`src/rtl/ysyx_25040118_lsu_pkg.sv`:
```
`default_nettype none
// =============================================================================
// ysyx_25040118_lsu_pkg -- LSU funct3 codes, FSM state type, access check. Rev 1.0
// =============================================================================
package ysyx_25040118_lsu_pkg;

  localparam logic [2:0] F3_LB  = 3'b000;
  localparam logic [2:0] F3_LH  = 3'b001;
  localparam logic [2:0] F3_LW  = 3'b010;
  localparam logic [2:0] F3_LBU = 3'b100;
  localparam logic [2:0] F3_LHU = 3'b101;
  localparam logic [2:0] F3_SB  = 3'b000;
  localparam logic [2:0] F3_SH  = 3'b001;
  localparam logic [2:0] F3_SW  = 3'b010;

  localparam int STRB_W = 4;

  typedef enum logic [1:0] {
    S_IDLE  = 2'd0,
    S_ISSUE = 2'd1,
    S_WAIT  = 2'd2,
    S_RESP  = 2'd3
  } lsu_state_e;

  // funct3[1:0] encodes the access size for every legal load/store
  function automatic logic access_err(input logic       is_store,
                                      input logic [2:0] funct3,
                                      input logic [1:0] addr_lo);
    logic legal;
    logic misaligned;
    if (is_store) legal = funct3 inside {F3_SB, F3_SH, F3_SW};
    else          legal = funct3 inside {F3_LB, F3_LH, F3_LW, F3_LBU, F3_LHU};
    misaligned = ((funct3[1:0] == 2'b01) && addr_lo[0]) ||
                 ((funct3[1:0] == 2'b10) && (addr_lo != 2'b00));
    return !legal || misaligned;
  endfunction

endpackage
`default_nettype wire

```
`src/rtl/ysyx_25040118_lsu_align.sv`:
```
`default_nettype none
// =============================================================================
// ysyx_25040118_lsu_align -- store lane replication/strobes and load extension. Rev 1.0
// =============================================================================
module ysyx_25040118_lsu_align
  import ysyx_25040118_lsu_pkg::*;
(
  input  logic              is_store,
  input  logic [2:0]        funct3,
  input  logic [1:0]        addr_lo,
  input  logic [31:0]       wdata,
  input  logic [31:0]       rdata,
  output logic [STRB_W-1:0] wstrb,
  output logic [31:0]       wdata_lane,
  output logic [31:0]       load_data
);

  logic [31:0] rshift;

  assign rshift = rdata >> {addr_lo, 3'b000};

  always_comb begin
    wstrb      = '0;
    wdata_lane = '0;
    if (is_store) begin
      case (funct3[1:0])
        2'b00: begin
          wstrb      = 4'b0001 << addr_lo;
          wdata_lane = {4{wdata[7:0]}};
        end
        2'b01: begin
          wstrb      = 4'b0011 << addr_lo;
          wdata_lane = {2{wdata[15:0]}};
        end
        default: begin
          wstrb      = 4'b1111;
          wdata_lane = wdata;
        end
      endcase
    end
  end

  // stores acknowledge with a zero result
  always_comb begin
    load_data = '0;
    if (!is_store) begin
      case (funct3)
        F3_LB:   load_data = {{24{rshift[7]}}, rshift[7:0]};
        F3_LH:   load_data = {{16{rshift[15]}}, rshift[15:0]};
        F3_LW:   load_data = rshift;
        F3_LBU:  load_data = {24'd0, rshift[7:0]};
        F3_LHU:  load_data = {16'd0, rshift[15:0]};
        default: load_data = '0;
      endcase
    end
  end

endmodule
`default_nettype wire

```
`src/rtl/ysyx_25040118_lsu.sv`:
```
`default_nettype none
// =============================================================================
// ysyx_25040118_lsu -- single-outstanding load/store unit with timeout. Rev 1.0
// =============================================================================
module ysyx_25040118_lsu
  import ysyx_25040118_lsu_pkg::*;
#(
  parameter int TIMEOUT_CYCLES = 255
)
(
  input  logic              clk,
  input  logic              rst,
  input  logic              req_valid,
  output logic              req_ready,
  input  logic              req_is_load,
  input  logic              req_is_store,
  input  logic [2:0]        req_funct3,
  input  logic [31:0]       req_addr,
  input  logic [31:0]       req_wdata,
  output logic              resp_valid,
  output logic [31:0]       resp_data,
  output logic              resp_err,
  output logic              mem_req_valid,
  input  logic              mem_req_ready,
  output logic [31:0]       mem_addr,
  output logic              mem_wen,
  output logic [31:0]       mem_wdata,
  output logic [STRB_W-1:0] mem_wstrb,
  input  logic              mem_resp_valid,
  input  logic [31:0]       mem_resp_rdata
);

  localparam int CNT_W = $clog2(TIMEOUT_CYCLES + 1);

  lsu_state_e       state;
  lsu_state_e       state_nxt;
  logic             is_store_q;
  logic [2:0]       funct3_q;
  logic [31:0]      addr_q;
  logic [31:0]      wdata_q;
  logic [CNT_W-1:0] wait_cnt;
  logic             accept;
  logic             req_err;
  logic             timeout;
  logic [31:0]      load_data;

  assign accept  = req_valid && req_ready;
  // an inconsistent access type is rejected like an illegal funct3
  assign req_err = access_err(req_is_store, req_funct3, req_addr[1:0]) ||
                   (req_is_load == req_is_store);
  assign timeout = (wait_cnt == CNT_W'(TIMEOUT_CYCLES - 1));

  assign req_ready     = (state == S_IDLE);
  assign resp_valid    = (state == S_RESP);
  assign mem_req_valid = (state == S_ISSUE);
  assign mem_addr      = {addr_q[31:2], 2'b00};
  assign mem_wen       = is_store_q;

  ysyx_25040118_lsu_align u_align (
    .is_store   (is_store_q),
    .funct3     (funct3_q),
    .addr_lo    (addr_q[1:0]),
    .wdata      (wdata_q),
    .rdata      (mem_resp_rdata),
    .wstrb      (mem_wstrb),
    .wdata_lane (mem_wdata),
    .load_data  (load_data)
  );

  always_comb begin
    state_nxt = state;
    case (state)
      S_IDLE:  if (accept) state_nxt = req_err ? S_RESP : S_ISSUE;
      S_ISSUE: if (mem_req_ready) state_nxt = S_WAIT;
      S_WAIT:  if (mem_resp_valid || timeout) state_nxt = S_RESP;
      S_RESP:  state_nxt = S_IDLE;
      default: state_nxt = S_IDLE;
    endcase
  end

  always_ff @(posedge clk or negedge rst) begin
    if (!rst) begin
      state      <= S_IDLE;
      is_store_q <= 1'b0;
      funct3_q   <= '0;
      addr_q     <= '0;
      wdata_q    <= '0;
      wait_cnt   <= '0;
      resp_data  <= '0;
      resp_err   <= 1'b0;
    end else begin
      state <= state_nxt;
      if (accept) begin
        is_store_q <= req_is_store;
        funct3_q   <= req_funct3;
        addr_q     <= req_addr;
        wdata_q    <= req_wdata;
        resp_data  <= '0;
        resp_err   <= req_err;
      end
      if (state == S_ISSUE)     wait_cnt <= '0;
      else if (state == S_WAIT) wait_cnt <= wait_cnt + CNT_W'(1);
      // a response arriving on the last allowed cycle still wins over timeout
      if (state == S_WAIT) begin
        if (mem_resp_valid) begin
          resp_data <= load_data;
          resp_err  <= 1'b0;
        end else if (timeout) begin
          resp_data <= '0;
          resp_err  <= 1'b1;
        end
      end
    end
  end

endmodule
`default_nettype wire
```
`config.mk`:
```
export PLATFORM = sky130hd
export DESIGN_NAME = ysyx_25040118_lsu
export DESIGN_NICKNAME = d
export VERILOG_FILES = /design/src/rtl/ysyx_25040118_lsu_pkg.sv /design/src/rtl/ysyx_25040118_lsu_align.sv /design/src/rtl/ysyx_25040118_lsu.sv
export SDC_FILE = /design/constraint.sdc
export NUM_CORES = 1
export LEC_CHECK = 0
export ABC_AREA = 1
export CAP_MARGIN = 40
export CORE_MARGIN = 1.5
export CORE_UTILIZATION = 41
export DETAILED_ROUTE_END_ITERATION = 16
export MAX_ROUTING_LAYER = met4
export PLACE_DENSITY = 0.77
export SLEW_MARGIN = 20
export SYNTH_ARGS = -nofsm -noshare
export SYNTH_HDL_FRONTEND = slang
export SYNTH_SLANG_ARGS = --single-unit
```
`constraint.sdc`:
```
create_clock -name clk -period 1.3 [get_ports clk]
set_input_delay 0.325 -clock clk [delete_from_list [all_inputs] [get_ports clk]]
set_output_delay 0.325 -clock clk [all_outputs]
set_load 0.01 [all_outputs]
```
==> results of run 1 <==
[cells in the mapped netlist, drive strengths merged]
| cell type | n | area share |
|---|---|---|
| conb | 1 | 0.00063 |
| clkbuf | 19 | 0.012 |
| inv | 45 | 0.029 |
| dfrtp | 111 | 0.46 |
| o22ai | 8 | 0.0084 |
| xor2 | 1 | 0.0015 |
| a21boi | 1 | 0.0013 |
| nand4 | 2 | 0.0021 |
| nor3 | 7 | 0.0077 |
| nand2 | 381 | 0.24 |
| buf | 53 | 0.064 |
| nor2 | 64 | 0.048 |
| nand3 | 58 | 0.056 |
| or2 | 1 | 0.0010 |
| o211ai | 7 | 0.0088 |
| ha | 6 | 0.013 |
| o21ai | 44 | 0.037 |
| a21oi | 7 | 0.0058 |
[cell type report]
cell class | count | area [um^2] | area share
Timing Repair Buffer | 368 | 3570 | 0.335
Inverter | 45 | 220 | 0.0207
Tap cell | 180 | 225 | 0.0212
Clock buffer | 12 | 256 | 0.0241
Multi-Input combinational cell | 590 | 3530 | 0.332
Clock inverter | 4 | 53.8 | 0.00506
Antenna cell | 1 | 2.50 | 0.000235
Sequential cell | 111 | 2780 | 0.262
[repair_timing]
action                                  CTS  global route
hold endpoints to repair                 56             0
pin swaps                                28            36
gates cloned                             15             5
hold buffers                              1             0
buffers inserted                         48            23
resized for setup                       535           242
endpoints found under the setup margin  211           160
[worst paths after layout]
path                                           end  depth (start not counted)
setup reg to reg           resp_data[17]$_DFF_PN0_                         11
max in group asynchronous    addr_q[0]$_DFFE_PN0P_                          3
setup / recovery                     mem_wdata[28]                          7
hold / removal              addr_q[29]$_DFFE_PN0P_                          3
hold reg to reg             resp_data[7]$_DFF_PN0_                          2
min in group clk            resp_data[7]$_DFF_PN0_                          2
[worst min-delay path, stage by stage]
cell and delay (ns):
dlygate4sd3_1 0.53, buf_4 0.14, buf_12 0.19
[metrics by stage]
step | area (um^2) | hold slack [ns] | utilization
2_1_floorplan | 6150 | 0.0294 | -
3_3_place_gp | 8680 | 0.311 | 0.616
3_5_place_dp | 8680 | 0.314 | 0.616
4_1_cts | 9760 | 0.476 | 0.693
5_1_grt | 10600 | 0.481 | 0.755
6_report | 10600 | 0.467 | 0.755
[power by group]
group / switching (mW) / internal [mW]
registers: 1.38 / 5.07
clock network: 1.35 / 1.61
logic: 8.66 / 8.21
total: 11.4 / 14.9
[state kept, by name (all words and copies together) (netlist names)]
name       flops
addr_q        32
funct3_q       3
mem_wen        1
resp_data     32
resp_err       1
state          2
wait_cnt       8
wdata_q       32
[cell families (layout without fill, tap and decap cells)]
family,Yosys count,count (layout),synth area share
buf+inv,117,429,0.105
xor+xnor,1,1,0.00146
compound gates,67,67,0.0610
flops,111,111,0.464
fa+ha+maj,6,6,0.0125
simple gates,513,514,0.356
other cells,1,3,0.000626
[routing by layer]
layer  global-route usage  vias to the layer above  routed length [um]
li1                     -                     3143                   -
met1                0.362                     3350                9160
met2                0.474                      392               11800
met3               0.0545                       75                1720
met4                0.102                        0                 832
met5                    -                        -                   0
==> impl_metrics.json, run 1 <==
{
  "grt_max_degree": 60,
  "final_cell_mix": "nand2_1, dfrtp_1, clkdlybuf4s50_1",
  "tightest_slew_ns": 0.542,
  "post-place-cells": 1213,
  "crit_slowest_cell": "dfrtp_2",
  "status": "finished, violations left",
  "syn_inst": 816,
  "p_leak_nw": 5.82,
  "grt_usage": 0.290,
  "setup_violations": 146,
  "antenna_found_initial": 1,
  "startpoint_type": "flop",
  "cts-root-buf": "clkbuf_16",
  "finalCritPeriodShare": 1.52,
  "required_ns": 0.98,
  "numPortBuffers": 208,
  "maxSlewHeadroom": 0.635,
  "drc_errors": 0,
  "cts_buffer_depth": 2,
  "critPathTopFamily": "buffers and inverters",
  "vias_per_cell": 5.31,
  "gp_congestion": 0.933,
  "grt_pass1_vias": 6352,
  "worst-path-buf-inv": 4,
  "yosysWarningCount": 0,
  "die-area_um2": 15300,
  "endpoint_kind": "output port",
  "synthToLayoutAreaGrowth_pct": 77.6,
  "overflow": 0,
  "h-tree-depth": 3,
  "wire_per_inst_um": 17.9,
  "ios": 211,
  "path_clk_slew_ns": 0.07,
  "fmax_mhz": 507,
  "total_power_mw": 26.3,
  "vias": 6960,
  "period_needed_ns": 1.97,
  "cpPeakStageDelay_ns": 0.46,
  "cp_max_fo": 6,
  "synth_cell_types": 29,
  "violations": "setup timing",
  "drive_gt1_frac": 0.449,
  "crit_path_cell_trace": "buf_12, nor2_4, clkinv_4, buf_6, o22ai_4, nor2_2, buf_2",
  "die_h_um": 124,
  "fin_nets": 1237,
  "rsz0062_at_grt": "yes",
  "dpl.hpwl_mm": 13.3,
  "final_cells": 1311,
  "timing.rr.start": "funct3_q[1]$_DFFE_PN0P_",
  "finalClockSkew_ns": 0.00518,
  "arrival_ns": 1.65,
  "clock-sinks": 111,
  "drt-total-wl_mm": 23.5,
  "worst_slack_ns": -0.673,
  "slew_violations": 0,
  "syn_area_um2": 5990,
  "clkLatencyLatePin_ns": 0.37,
  "grt_pass1_wl_mm": 32.7,
  "cp-startpoint": "funct3_q[1]$_DFFE_PN0P_",
  "synth-seq-area-share": 0.464,
  "worst_ir_drop_vdd_mv": 1.54,
  "cts_tree": "done",
  "num_rows": 43,
  "tns_ns": -55.79,
  "hold_viol": 0,
  "pre_cts_ws_ns": -0.594,
  "fillers": 953,
  "ys_ff_latch": 111,
  "hp-class": "in -> async",
  "drt_iter0_drc": 788,
  "cts-buffers-inserted": 9,
  "firstDrtPassIters": 6,
  "dieWidth_um": 124,
  "antenna_left": 0,
  "start_util": 0.425,
  "crit_type": "reg -> out",
  "avgSynthCellArea_um2": 7.34,
  "core-area_um2": 14100,
  "reg2reg_setup_slack_ns": -0.63,
  "drv_cap": 0,
  "power.density_nw_per_um2": 2470,
  "final_common_cell": "nand2_1"
}
No activity file was read; power rests on OpenSTA's default activity.
==> inputs of run 2 (changes only) <==
Settings changed: CORE_ASPECT_RATIO set to 1.2, CORE_UTILIZATION 41 to 49, PLACE_DENSITY 0.77 to 0.86.
Clock period 1.3 ns to 2.35 ns, I/O delays scaled along.
==> run 2 against run 1 <==
  * The run now ends clean
  * Die area is 16% lower
  * Clock power is 44% lower
  * Worst setup slack better by 0.77 ns
  * Register-to-register slack better by 1.1 ns
  * Power is 58% lower
  * Via count is 15% lower
  * Wire length is 26% lower
  * Combinational power is 66% lower
  * Critical path type unchanged
  * Largest cell class is now flip-flops and latches
  * Highest routed layer unchanged
==> impl_metrics.json, run 2 (synthesis gave the netlist of run 1 again) <==
{
  "status": "finished, final reports clean",
  "finalCritPeriodShare": 0.957,
  "cp_max_fo": 7,
  "vias": 5897,
  "endpoint_kind": "output port",
  "path_clk_slew_ns": 0.07,
  "worst_ir_drop_vdd_mv": 0.737,
  "period_needed_ns": 2.25,
  "overflow": 0,
  "h-tree-depth": 3,
  "cts_buffer_depth": 2,
  "drive_gt1_frac": 0.0706,
  "ios": 211,
  "numPortBuffers": 208,
  "antenna_left": 0,
  "num_rows": 44,
  "setup_violations": 0,
  "drt_iter0_drc": 346,
  "worst-path-buf-inv": 3,
  "crit_slowest_cell": "dfrtp_2",
  "drt-total-wl_mm": 17.4,
  "fillers": 1029,
  "rsz0062_at_grt": "no",
  "grt_pass1_vias": 5501,
  "vias_per_cell": 5.12,
  "grt_pass1_wl_mm": 27.7,
  "p_leak_nw": 4.43,
  "start_util": 0.499,
  "finalClockSkew_ns": 0.00429,
  "grt_usage": 0.283,
  "gp_congestion": 0.929,
  "hold_viol": 0,
  "cts-buffers-inserted": 9,
  "fin_nets": 1098,
  "core-area_um2": 12000,
  "critPathTopFamily": "buffers and inverters",
  "num_antenna_cells": 0,
  "path_common_cell": "nor2_1",
  "reg.largest.list": "addr_q: 32 flops, resp_data: 32 flops, wdata_q: 32 flops",
  "arrival_ns": 1.66,
  "drc_errors": 0,
  "cts-root-buf": "clkbuf_16",
  "final_area_um2": 8380,
  "dpl.hpwl_mm": 12.8,
  "firstDrtPassIters": 5,
  "startpoint_type": "flop",
  "required_ns": 1.76,
  "power.density_nw_per_um2": 1310,
  "clock-sinks": 111,
  "tightest_slew_ns": 0.497,
  "final_common_cell": "nand2_1",
  "place_area_um2": 8030,
  "hp-class": "in -> async",
  "antenna_found_initial": 0,
  "crit_type": "reg -> out",
  "crit_path_cell_trace": "nor2_4, buf_4, buf_6, nor2_1, nor2_1, dlygate4sd2_1",
  "final_cell_mix": "nand2_1, clkdlybuf4s50_1, dfrtp_1",
  "drv_cap": 0,
  "synthToLayoutAreaGrowth_pct": 39.9,
  "wire_per_inst_um": 15.1,
  "die-area_um2": 12900,
  "fmax_mhz": 445,
  "fin_hold_ws_ns": 0.115,
  "maxSlewHeadroom": 0.665,
  "grt_max_degree": 54,
  "die_h_um": 124,
  "cpPeakStageDelay_ns": 0.46,
  "dieWidth_um": 104,
  "clkLatencyLatePin_ns": 0.34,
  "slew_violations": 0,
  "cts_tree": "done",
  "postCtsHoldBufs": 0,
  "tns_ns": 0
}
-- run 2: changes by cell type in the layout (fill, tap and decap cells not counted), moves of 21 or more --
cell             previous run  this run
nand2_1                   248       378
buf_2                      92         0
clkdlybuf4s50_1           104       179
nand2_2                    76         1
buf_4                      87        17
nand2_4                    56         2
buf_6                      41         1
dlygate4sd2_1               0        24
o21ai_0                    16        37
-- run 2: repair_timing --
item | in CTS | in global routing
setup buffers | 2 | 0
resized for setup | 39 | 5
pin swaps | 3 | 0
hold endpoints to repair | 0 | 0
gates cloned | 0 | 0
setup endpoints to repair | 28 | 5
-- run 2: metrics by stage --
step / cells / utilization / power, mW / setup slack [ns]
floorplan: 817 / - / 6.92 / 0.545
global placement: 1134 / 0.669 / 9.27 / 0.225
detailed placement: 1134 / 0.669 / 9.39 / 0.188
CTS: 1152 / 0.697 / 11.0 / 0.00569
global route: 1152 / 0.698 / 11.8 / 0.0153
finish: 1152 / 0.698 / 11.0 / 0.101
-- run 2: worst reg2reg max path, cell delays in order, from the launching register on --
cell	delay (ns)
dfrtp_1	0.44
inv_1	0.09
buf_4	0.34
nand2_1	0.14
nand3_1	0.17
nand3_4	0.29
nand3_1	0.21
nand2_1	0.08
nand2_1	0.07
-- run 2: layout make-up --
| type | count | area (um^2) | share of cell area |
|---|---|---|---|
| clock inverters | 6 | 91.3 | 0.0109 |
| multi-input cells | 589 | 2600 | 0.310 |
| well taps | 161 | 201 | 0.0240 |
| flip-flops and latches | 111 | 2780 | 0.332 |
| clock buffers | 10 | 239 | 0.0285 |
| repair buffers | 230 | 2290 | 0.273 |
| inverters | 45 | 174 | 0.0208 |
-- run 2: final timing paths --
path	from	slack [ns]	cells past startpoint	to
worst max-delay path	funct3_q[1]$_DFFE_PN0P_	0.10	6	mem_wdata[14]
worst min-delay path	rst	0.11	1	wdata_q[12]$_DFFE_PN0P_
worst max register to register	addr_q[0]$_DFFE_PN0P_	0.47	8	resp_data[31]$_DFF_PN0_
worst min register to register	resp_data[26]$_DFF_PN0_	0.48	2	resp_data[26]$_DFF_PN0_
max in group asynchronous	rst	1.61	2	addr_q[13]$_DFFE_PN0P_
min in group clk	resp_data[26]$_DFF_PN0_	0.48	2	resp_data[26]$_DFF_PN0_
-- run 2: metal layers --
layer | share of wire | track usage | wire length, um
met3 | 0.061 | 0.0419 | 1050
met2 | 0.49 | 0.466 | 8580
met5 | 0 | - | 0
met4 | 0.038 | 0.136 | 654
met1 | 0.41 | 0.346 | 7100
-- run 2: where the power goes --
part	internal, mW	switching, mW	total [mW]
clock network	0.969	0.688	1.66
registers	2.80	0.698	3.50
logic	2.66	3.17	5.83
